## src/rtl/ias_program_sequencer.sv

```systemverilog
// IAS core front end: walks a small program store and issues each
// instruction word to the core for a fixed execution window.
module ias_program_sequencer #(
    parameter int          PROG_DEPTH  = 16,
    parameter int          ADDR_W      = 4,
    parameter int          EXEC_CYCLES = 4,
    parameter logic [7:0]  HALT_OP     = 8'hFF
) (
    input  logic              clk,
    input  logic              reset,
    input  logic              prog_we,
    input  logic [ADDR_W-1:0] prog_addr,
    input  logic [23:0]       prog_wdata,
    input  logic              start,
    input  logic              abort,
    input  logic [7:0]        core_data,
    output logic [7:0]        opcode,
    output logic [7:0]        address,
    output logic [7:0]        data_in,
    output logic              issue,
    output logic              busy,
    output logic              done,
    output logic [7:0]        result,
    output logic [ADDR_W-1:0] pc_out,
    output logic [7:0]        instr_count
);

    localparam int CNT_W = (EXEC_CYCLES > 1) ? $clog2(EXEC_CYCLES) : 1;

    typedef enum logic [2:0] {
        S_IDLE,
        S_FETCH,
        S_ISSUE,
        S_EXEC,
        S_CAPTURE,
        S_HALTED
    } state_t;

    state_t            state_q, state_d;
    logic [ADDR_W-1:0] pc_q, pc_d;
    logic [7:0]        count_q, count_d;
    logic [7:0]        result_q, result_d;
    logic [7:0]        op_q, op_d;
    logic [7:0]        addr_q, addr_d;
    logic [7:0]        data_q, data_d;
    logic              issue_q, issue_d;
    logic              busy_q, busy_d;
    logic              done_q, done_d;
    logic [23:0]       instr_q, instr_d;
    logic [CNT_W-1:0]  cnt_q, cnt_d;

    logic [23:0]       mem_q [PROG_DEPTH];
    logic              idle_like;
    logic              running;
    logic              mem_we;

    assign idle_like = (state_q == S_IDLE) || (state_q == S_HALTED);
    assign running   = !idle_like;
    assign mem_we    = reset && prog_we && idle_like;

    // Store is deliberately outside the reset domain.
    always_ff @(posedge clk) begin
        if (mem_we) begin
            mem_q[prog_addr] <= prog_wdata;
        end
    end

    always_comb begin
        state_d  = state_q;
        pc_d     = pc_q;
        count_d  = count_q;
        result_d = result_q;
        op_d     = op_q;
        addr_d   = addr_q;
        data_d   = data_q;
        issue_d  = 1'b0;
        busy_d   = busy_q;
        done_d   = done_q;
        instr_d  = instr_q;
        cnt_d    = cnt_q;

        if (abort && running) begin
            state_d = S_IDLE;
            op_d    = '0;
            addr_d  = '0;
            data_d  = '0;
            busy_d  = 1'b0;
            done_d  = 1'b0;
        end else begin
            unique case (state_q)
                S_IDLE, S_HALTED: begin
                    if (start) begin
                        pc_d    = '0;
                        count_d = '0;
                        done_d  = 1'b0;
                        busy_d  = 1'b1;
                        state_d = S_FETCH;
                    end
                end
                S_FETCH: begin
                    instr_d = mem_q[pc_q];
                    state_d = S_ISSUE;
                end
                S_ISSUE: begin
                    if (instr_q[23:16] == HALT_OP) begin
                        busy_d  = 1'b0;
                        done_d  = 1'b1;
                        state_d = S_HALTED;
                    end else begin
                        op_d    = instr_q[23:16];
                        addr_d  = instr_q[15:8];
                        data_d  = instr_q[7:0];
                        issue_d = 1'b1;
                        cnt_d   = CNT_W'(EXEC_CYCLES - 1);
                        state_d = S_EXEC;
                    end
                end
                S_EXEC: begin
                    // Drop to NOP on leaving EXEC so the word is
                    // seen for exactly EXEC_CYCLES cycles.
                    if (cnt_q == '0) begin
                        op_d    = '0;
                        addr_d  = '0;
                        data_d  = '0;
                        state_d = S_CAPTURE;
                    end else begin
                        cnt_d = cnt_q - 1'b1;
                    end
                end
                S_CAPTURE: begin
                    result_d = core_data;
                    op_d     = '0;
                    addr_d   = '0;
                    data_d   = '0;
                    count_d  = count_q + 8'd1;
                    if (pc_q == ADDR_W'(PROG_DEPTH - 1)) begin
                        busy_d  = 1'b0;
                        done_d  = 1'b1;
                        state_d = S_HALTED;
                    end else begin
                        pc_d    = pc_q + 1'b1;
                        state_d = S_FETCH;
                    end
                end
                default: begin
                    state_d = S_IDLE;
                end
            endcase
        end
    end

    always_ff @(posedge clk) begin
        if (!reset) begin
            state_q  <= S_IDLE;
            pc_q     <= '0;
            count_q  <= '0;
            result_q <= '0;
            op_q     <= '0;
            addr_q   <= '0;
            data_q   <= '0;
            issue_q  <= 1'b0;
            busy_q   <= 1'b0;
            done_q   <= 1'b0;
            instr_q  <= '0;
            cnt_q    <= '0;
        end else begin
            state_q  <= state_d;
            pc_q     <= pc_d;
            count_q  <= count_d;
            result_q <= result_d;
            op_q     <= op_d;
            addr_q   <= addr_d;
            data_q   <= data_d;
            issue_q  <= issue_d;
            busy_q   <= busy_d;
            done_q   <= done_d;
            instr_q  <= instr_d;
            cnt_q    <= cnt_d;
        end
    end

    assign opcode      = op_q;
    assign address     = addr_q;
    assign data_in     = data_q;
    assign issue       = issue_q;
    assign busy        = busy_q;
    assign done        = done_q;
    assign result      = result_q;
    assign pc_out      = pc_q;
    assign instr_count = count_q;

endmodule

```

## config.mk

```make
export PLATFORM = sky130hd
export DESIGN_NAME = ias_program_sequencer
export DESIGN_NICKNAME = d
export VERILOG_FILES = /design/src/rtl/ias_program_sequencer.sv
export SDC_FILE = /design/constraint.sdc
export NUM_CORES = 1
export LEC_CHECK = 0
export CORE_ASPECT_RATIO = 0.5
export CORE_UTILIZATION = 30
export DETAILED_ROUTE_END_ITERATION = 8
export PLACE_DENSITY = 0.52
export SYNTH_ARGS = -nofsm -noshare
export SYNTH_HDL_FRONTEND = slang
export SYNTH_SLANG_ARGS = --single-unit
```

## constraint.sdc

```tcl
create_clock -name clk -period 4.6 [get_ports clk]
set_input_delay 0.69 -clock clk [delete_from_list [all_inputs] [get_ports clk]]
set_output_delay 0.69 -clock clk [all_outputs]
set_load 0.05 [all_outputs]
```

==> impl_metrics.yaml, run 1 <==
run_status:
  outcome: "complete, but fails checks"
  violations: "DRC"
timing:
  fin_skew_ns: 0.02304
  max_freq_mhz: 339.2
  hold_violations: 0
  slew_headroom_pct: 26.86
  worst_slack_ns: 1.652
  period_share_pct: 64.08
  slew_viol_final: 0
  tns_ns: 0
  finalCriticalPeriod_ns: 2.948
  rsz0062_at_grt: "false"
  tightest_slew_ns: 1.097
  setup_violations: 0
synth:
  ys_ff_latch: 460
  synth_xor_area_share_pct: 0.05013
  synth.area.mux_share_pct: 14.09
  netlist_instances: 901
  async_reset_ff_share_pct: 0
  synth-compound-area-share_pct: 5.378
  ys.flop_type: "edfxtp_1"
  synth_nets: 945
  synth_area_leaders: "edfxtp_1, mux4_2, dfxtp_1"
  synthAdderAreaFrac_pct: 0.2148
  synth_top_area_share_pct: 65.99
  yosys.area_share.simple_pct: 3.967
  synth_top_area_cell: "edfxtp_1"
  synth_area_um2: 17470
  synth_top_family_by_area: "multiplexers"
  synth.avg_cell_area_um2: 19.39
  synth_edf_count: 384
  seq_area_frac_synth_pct: 74.70
  yosys_warnings: 0
  ys_types: 52
cells_and_area:
  nets: 1061
  final_common_cell: "edfxtp_1"
  final_cell_area_um2: 20810
  final_cell_mix: "edfxtp_1, mux4_2, clkdlybuf4s50_1"
  diodes: 0
  syn2layout_area_growth_pct: 19.08
  drive_gt1_share_pct: 21.16
power_and_ir_drop:
  clkPwrFrac_pct: 42.1
  switching_share_pct: 21.75
  seq_power_share_pct: 54.2
  power_switching_w: 0.001836
  pwr-share-comb_pct: 3.6
  p_int_w: 0.006605
  power_density_nw_per_um2: 405.7
  peakVddDrop_mv: 0.3067
  p_leak_nw: 6.285
critical_path:
  crit_slowest_cell: "clkdlybuf4s50_1"
  cp_top_family: "buffers and inverters"
  worst_setup_path_start_kind: "flip-flop"
  cp_data_required_time_ns: 3.91
  crit_type: "reg -> out"
  cp_max_fo: 37
  end_kind: "output port"
  max_stage_delay_ns: 0.93
  critPathArrivalTime_ns: 2.26
  critPathBufInv: 1
  crit_chain: "clkdlybuf4s50_1"
cts:
  cts_buffers: 45
  numClockSinks: 460
  cts.htree.levels: 2
  root_buffer: "clkbuf_16"
  clockBufferDepth: 3
  clk_latency_ns: 0.58
  tritoncts: "built"
  cts_setup_buffers: 0
  post_cts_resized: 0
  cts_hold_buf: 0
  path_clk_slew_ns: 0.06
detailed_routing:
  final_antenna_net_count: 0
  drc_errors: 1
  met1_length_um: 18530
  wl_met3_um: 1722
  dr_total_vias: 8803
  wire_per_inst_um: 21.89
  drt_iter0_drc: 716
  viasPerCell: 4.832
  wl_met2_um: 19080
  highest_layer: "met4"
  routed_wl_um: 39890
  first_pass_iters: 7
grt:
  grt_max_degree: 47
  grt_pass1_wl_um: 60070
  grt-ovfl-total: 0
  antenna_found_initial: 0
  grt_pass1_vias: 9164
  grtUsageTotal_pct: 13.61
placed_design:
  post-place-ws_ns: 1.253
  io_buffers: 87
  dpl.hpwl_um: 24070
  dpl_cell_area_um2: 19390
  routabilityCongestion: 0.7521
die:
  initial_utilization_pct: 30.40
  die_area_um2: 59270
  top_level_ports: 88
  core_um2: 57480
  die_x_um: 343.3
  row_count: 62
  die_h_um: 172.7
job:
  cap_violations: 0
worst_hold_path:
  min_path_type: "reg -> reg"
[path summary, 6_finish.rpt]
| path | startpoint | end | slack [ns] | cells after the start |
|---|---|---|---|---|
| min reg2reg | result[1] | result[1] | 0.46 | 2 |
| max reg2reg | state_q[0] | mem_q[10][5] | 1.74 | 4 |
| min | result[1] | result[1] | 0.46 | 2 |
| max | pc_out[1] | pc_out[1] | 1.65 | 1 |
[through the flow]
step | std cells | utilization [%] | total power [W] | hold slack [ns]
floorplan | 901 | - | 0.004814 | 0.4445
global placement | 1738 | 33.73 | 0.004969 | 0.4445
detailed placement | 1738 | 33.73 | 0.004980 | 0.4543
CTS | 1822 | 36.20 | 0.008555 | 0.4637
global route | 1822 | 36.20 | 0.008744 | 0.4799
finish | 1822 | 36.20 | 0.008441 | 0.4621
[routing by layer]
layer,vias up,track usage [%]
met4,0,2.981
met1,4638,19.06
met5,-,0
met2,180,22.07
met3,38,2.496
li1,3947,-
[registers in the layout, summed over array words and instances (netlist names)]
name	cells
instr_q	24
opcode	8
done	1
result	8
mem_q	384
address	8
data_in	8
cnt_q	2
pc_out	4
issue	1
instr_count	8
busy	1
state_q	3
[power groups by stage]
stage	registers, W	clock network (W)	logic (W)
2_1_floorplan	0.00468	0	0.000135
3_3_place_gp	0.00467	0	0.000301
3_5_place_dp	0.00467	0	0.000311
4_1_cts	0.00458	0.00366	0.000311
5_1_grt	0.00458	0.00383	0.000334
6_report	0.00458	0.00355	0.000308
[layout make-up]
cell class	count	area, um^2
well taps	768	960.9
multi-input cells	385	4228
inverters	9	33.78
flip-flops and latches	460	13060
repair buffers	116	1101
clock inverters	30	249.0
fillers	5261	36680
clock buffers	54	1170
[kinds of logic after synthesis]
kind of cell	count (synthesis)
adder cells (fa/ha/maj)	3
multiplexers	126
XOR/XNOR	1
AO/OA/AOI/OAI	123
AND/OR/NAND/NOR	132
flip-flops	460
buffers and inverters	56
[cell usage after synthesis (12+ instances only)]
cell / number
a21oi_1: 18
a22o_1: 24
a22oi_1: 22
buf_2: 25
clkbuf_1: 13
dfxtp_1: 76
edfxtp_1: 384
mux2i_1: 30
mux4_2: 96
nand2_1: 53
nand2b_1: 12
nor2_1: 19
o211ai_1: 14
Note: power is estimated with default switching activity, not from simulation.
==> inputs of run 2 (changes only) <==
- clock period: 4.6 -> 3.05 ns (I/O delays scaled with it)
==> run 2 against run 1 <==
  * Critical path type unchanged
  * The run now ends clean
  * Sequential share of layout area shrank 1.2 points
  * Core utilization up 0.71 points
  * Final cell count grew 0.93%
  * Flip-flop and latch count unchanged
  * Global-route usage is 0.85 points higher
  * Total power grew 54%
  * Setup slack lost 1.2 ns
  * Register-to-register slack got worse by 1.2 ns
  * Sequential power grew 51%
  * Non-clock buffer count is 19 higher
  * Cell area rose by 2.0%
  * Critical path depth is the same
==> impl_metrics.yaml, run 2 (synthesis gave the netlist of run 1 again) <==
timing:
  tns_ns: 0
  hold_violations: 0
  setup_violations: 0
  rsz0062_at_grt: "false"
  period_share_pct: 83.77
  fin_skew_ns: 0.02202
  max_freq_mhz: 391.4
  slew_headroom_pct: 53.81
  tightest_slew_ns: 0.6906
  slew_viol_final: 0
  finalCriticalPeriod_ns: 2.555
critical_path:
  r2r_slack_ns: 0.50
  cp.depth: 1
  crit_type: "reg -> out"
  max_stage_delay_ns: 0.92
  crit_end: "pc_out[2]"
  reg2reg_to: "mem_q[12][2]"
  critPathArrivalTime_ns: 2.10
  cp_top_family: "buffers and inverters"
  end_kind: "output port"
  crit_chain: "clkdlybuf4s50_1"
  cp_max_fo: 24
  worstReg2RegStart: "state_q[2]"
  worst_setup_path_start_kind: "flip-flop"
  cp_data_required_time_ns: 2.59
  r2r_cells: 5
  crit_slowest_cell: "clkdlybuf4s50_1"
  crit_start: "pc_out[2]"
  critPathBufInv: 1
cells_and_area:
  drive_gt1_share_pct: 22.62
  fill_cells: 5263
  final_cell_area_um2: 21210
  largest-register: "mem_q"
  nets: 1080
  top_regs: "mem_q x384, instr_q x24"
  syn2layout_area_growth_pct: 21.40
  largest_register_ffs: 384
  multiInputGateArea_um2: 4253
  final_common_cell: "edfxtp_1"
  final_util_pct: 36.90
  seq_area_um2: 13060
  final_cell_mix: "edfxtp_1, mux4_2, clkdlybuf4s50_1"
detailed_routing:
  drc_errors: 0
  viasPerCell: 4.952
  drt_iter0_drc: 737
  wire_per_inst_um: 23.23
  dr_total_vias: 9107
  final_antenna_net_count: 0
  first_pass_iters: 7
  routed_wl_um: 42720
die:
  core_um2: 57480
  initial_utilization_pct: 30.40
  top_level_ports: 88
  die_x_um: 343.3
  row_count: 62
  die_h_um: 172.7
  die_area_um2: 59270
placed_design:
  routabilityCongestion: 0.7850
  dpl_cell_area_um2: 19740
  dpl.hpwl_um: 25070
  io_buffers: 87
grt:
  grt_pass1_wl_um: 63650
  grt_pass1_vias: 9506
  grt_max_degree: 49
  grt-ovfl-total: 0
  grtUsageTotal_pct: 14.46
  antenna_found_initial: 1
cts:
  numClockSinks: 460
  clockBufferDepth: 3
  cts_hold_buf: 0
  tritoncts: "built"
  cts_setup_buffers: 0
  clk_latency_ns: 0.57
  cts.htree.levels: 2
  cts_buffers: 45
  path_clk_slew_ns: 0.06
  post_cts_resized: 0
  root_buffer: "clkbuf_16"
run_status:
  outcome: "completed"
power_and_ir_drop:
  finalPower_w: 0.01296
  power_density_nw_per_um2: 611.0
  peakVddDrop_mv: 0.3799
  p_leak_nw: 6.446
job:
  cap_violations: 0
worst_hold_path:
  min_path_type: "reg -> reg"
==> run 2: cell types whose count changed in the layout (fill, tap and decap cells not counted), sizes merged <==
| cell | previous run | this run |
|---|---|---|
| clkbuf | 54 | 60 |
| bufinv | 2 | 4 |
| inv | 11 | 10 |
| buf | 29 | 48 |
| diode | 0 | 1 |
| clkinv | 26 | 14 |
| clkinvlp | 0 | 2 |
==> run 2: area by class of cell <==
| type | instances | share of cell area, % |
|---|---|---|
| Multi-Input combinational cell | 385 | 20.05 |
| Tap cell | 768 | 4.530 |
| Clock buffer | 60 | 5.769 |
| Timing Repair Buffer | 135 | 6.748 |
| Antenna cell | 1 | 0.01180 |
| Clock inverter | 21 | 1.150 |
| Sequential cell | 460 | 61.58 |
| Inverter | 9 | 0.1593 |
==> run 2: how the worst min path moves through the flow <==
stage / startpoint / to / slack [ns] / depth (start not counted)
floorplan: instr_q[6] / instr_q[6] / 0.44 / 2
global placement: result[2] / result[2] / 0.45 / 2
detailed placement: result[1] / result[1] / 0.45 / 2
CTS: core_data[1] / result[1] / 0.44 / 3
global route: core_data[0] / result[0] / 0.46 / 3
finish: result[1] / result[1] / 0.46 / 2
==> run 2: power by group <==
group	internal, W	total [W]	leakage (nW)	switching, W
clock	0.00318	0.00555	0.707	0.00237
sequential	0.00687	0.00691	4.07	0.0000380
combinational	0.000170	0.000504	1.67	0.000334
==> run 2: metrics by stage <==
step	setup WS, ns	hold slack, ns	cells
4_1_cts	0.4334	0.4363	1838
6_report	0.4951	0.4552	1839
5_1_grt	0.3208	0.4630	1839
2_1_floorplan	0.5180	0.4445	901
3_5_place_dp	0.3453	0.4526	1757
3_3_place_gp	0.2795	0.4478	1757
==> run 2: worst min-delay path, stage by stage, from the launching register on <==
cell     delay [ns]
dfxtp_1        0.31
nand2_1        0.05
a21oi_1        0.05
==> run 2: layer usage <==
| metal | global-route usage (%) | wire, um |
|---|---|---|
| met2 | 23.96 | 20930 |
| met5 | 0 | 0 |
| met3 | 2.133 | 1873 |
| met1 | 20.22 | 19300 |
| met4 | 3.019 | 614 |
==> inputs of run 3 (changes only) <==
- clock period: 3.05 -> 2.4 ns (I/O delays scaled with it)
==> run 3 against run 2 <==
  * Flip-flop and latch count unchanged
  * Critical path depth is the same
  * Die area unchanged
  * Clock skew is 0.010 ns higher
  * Combinational power increased by 32%
  * Global-route usage decreased by 0.080 points
  * First-iteration DRC count fell by 3.5%
  * Sequential power up 27%
  * Hold slack worse by 0.083 ns
  * Sequential share of layout area fell by 0.44 points
  * Highest routed layer unchanged
  * Setup slack worse by 0.39 ns
==> impl_metrics.yaml, run 3 (synthesis gave the netlist of run 1 again) <==
cells_and_area:
  diodes: 0
  drive_gt1_share_pct: 23.41
  final_common_cell: "edfxtp_1"
  final_util_pct: 37.17
  fill_cells: 5247
  syn2layout_area_growth_pct: 22.28
  seq_area_um2: 13060
  top_regs: "mem_q x384, instr_q x24"
  nets: 1094
  multiInputGateArea_um2: 4253
  largest-register: "mem_q"
  final_cell_mix: "edfxtp_1, mux4_2, clkdlybuf4s50_1"
  largest_register_ffs: 384
timing:
  period_share_pct: 95.77
  max_freq_mhz: 435.1
  slew_headroom_pct: 59.86
  tns_ns: 0
  tightest_slew_ns: 0.6003
  slew_viol_final: 0
  finalCriticalPeriod_ns: 2.298
  rsz0062_at_grt: "false"
  hold_violations: 0
  fin_skew_ns: 0.03232
  setup_violations: 0
run_status:
  outcome: "completed"
critical_path:
  end_kind: "output port"
  max_stage_delay_ns: 0.89
  critPathBufInv: 1
  cp_max_fo: 8
  crit_chain: "clkdlybuf4s50_1"
  worst_setup_path_start_kind: "flip-flop"
  cp_data_required_time_ns: 2.04
  critPathArrivalTime_ns: 1.94
  cp_top_family: "buffers and inverters"
  crit_slowest_cell: "clkdlybuf4s50_1"
  crit_type: "reg -> out"
  r2r_slack_ns: 0.22
cts:
  path_clk_slew_ns: 0.06
  clk_latency_ns: 0.57
  cts_buffers: 44
  numClockSinks: 460
  clockBufferDepth: 3
  cts.htree.levels: 2
  tritoncts: "built"
  root_buffer: "clkbuf_16"
  cts_hold_buf: 0
  post_cts_resized: 2
  cts_setup_buffers: 0
die:
  core_um2: 57480
  row_count: 62
  initial_utilization_pct: 30.40
  die_x_um: 343.3
  die_h_um: 172.7
  top_level_ports: 88
  die_area_um2: 59270
power_and_ir_drop:
  peakVddDrop_mv: 0.3493
  clkPwrFrac_pct: 40.9
  power_density_nw_per_um2: 747.4
  power_switching_w: 0.003449
  p_leak_nw: 6.516
  p_int_w: 0.01252
  pwr-share-comb_pct: 4.2
  seq_power_share_pct: 55.0
  switching_share_pct: 21.60
detailed_routing:
  wire_per_inst_um: 22.91
  viasPerCell: 4.869
  wl_met2_um: 21290
  met1_length_um: 18940
  drt_iter0_drc: 711
  routed_wl_um: 42450
  dr_total_vias: 9022
  highest_layer: "met4"
  final_antenna_net_count: 0
  first_pass_iters: 5
  wl_met3_um: 1624
  drc_errors: 0
grt:
  grt_max_degree: 34
  grtUsageTotal_pct: 14.38
  antenna_found_initial: 0
  grt_pass1_wl_um: 63200
  grt-ovfl-total: 0
  grt_pass1_vias: 9502
placed_design:
  dpl.hpwl_um: 25110
  routabilityCongestion: 0.7854
  io_buffers: 87
worst_hold_path:
  min_path_type: "in -> reg"
job:
  cap_violations: 0
run 3: final timing paths:
kind	startpoint	end	cells after the start
max	pc_out[3]	pc_out[3]	1
min	core_data[4]	result[4]	3
max reg2reg	state_q[1]	mem_q[0][0]	5
min reg2reg	result[4]	result[4]	2
run 3: layout make-up:
class / instances / share of cell area, %
sequential: 460 / 61.14
multi-input combinational: 385 / 19.90
timing repair buffer: 150 / 8.022
clock buffer: 64 / 5.692
tap: 768 / 4.497
clock inverter: 17 / 0.5856
inverter: 9 / 0.1581
run 3: stage by stage:
step                      hold slack, ns  instance area [um^2]  instances  power [W]  setup WS (ns)
after global routing              0.3754                 21370       1853    0.01651        0.05799
final                             0.3720                 21370       1853    0.01597         0.1016
after CTS                         0.3438                 21370       1853    0.01616        0.08141
after detailed placement          0.4491                 20030       1772   0.009618       -0.09910
after global placement            0.4455                 20030       1772   0.009590        -0.1251
after floorplan                   0.4445                 17510        901   0.009227        -0.1707
run 3: power by group through the flow:
stage,combinational (W),clock (W),sequential [W]
after floorplan,0.000261,0,0.00897
after global placement,0.000643,0,0.00895
after detailed placement,0.000667,0,0.00895
after CTS,0.000670,0.00671,0.00878
after global routing,0.000717,0.00702,0.00878
final,0.000663,0.00653,0.00878
run 3: layer usage:
metal,track usage (%),up-vias
met5,0,-
met4,2.778,0
met3,2.199,51
met2,24.43,186
met1,19.61,4772
li1,-,4013
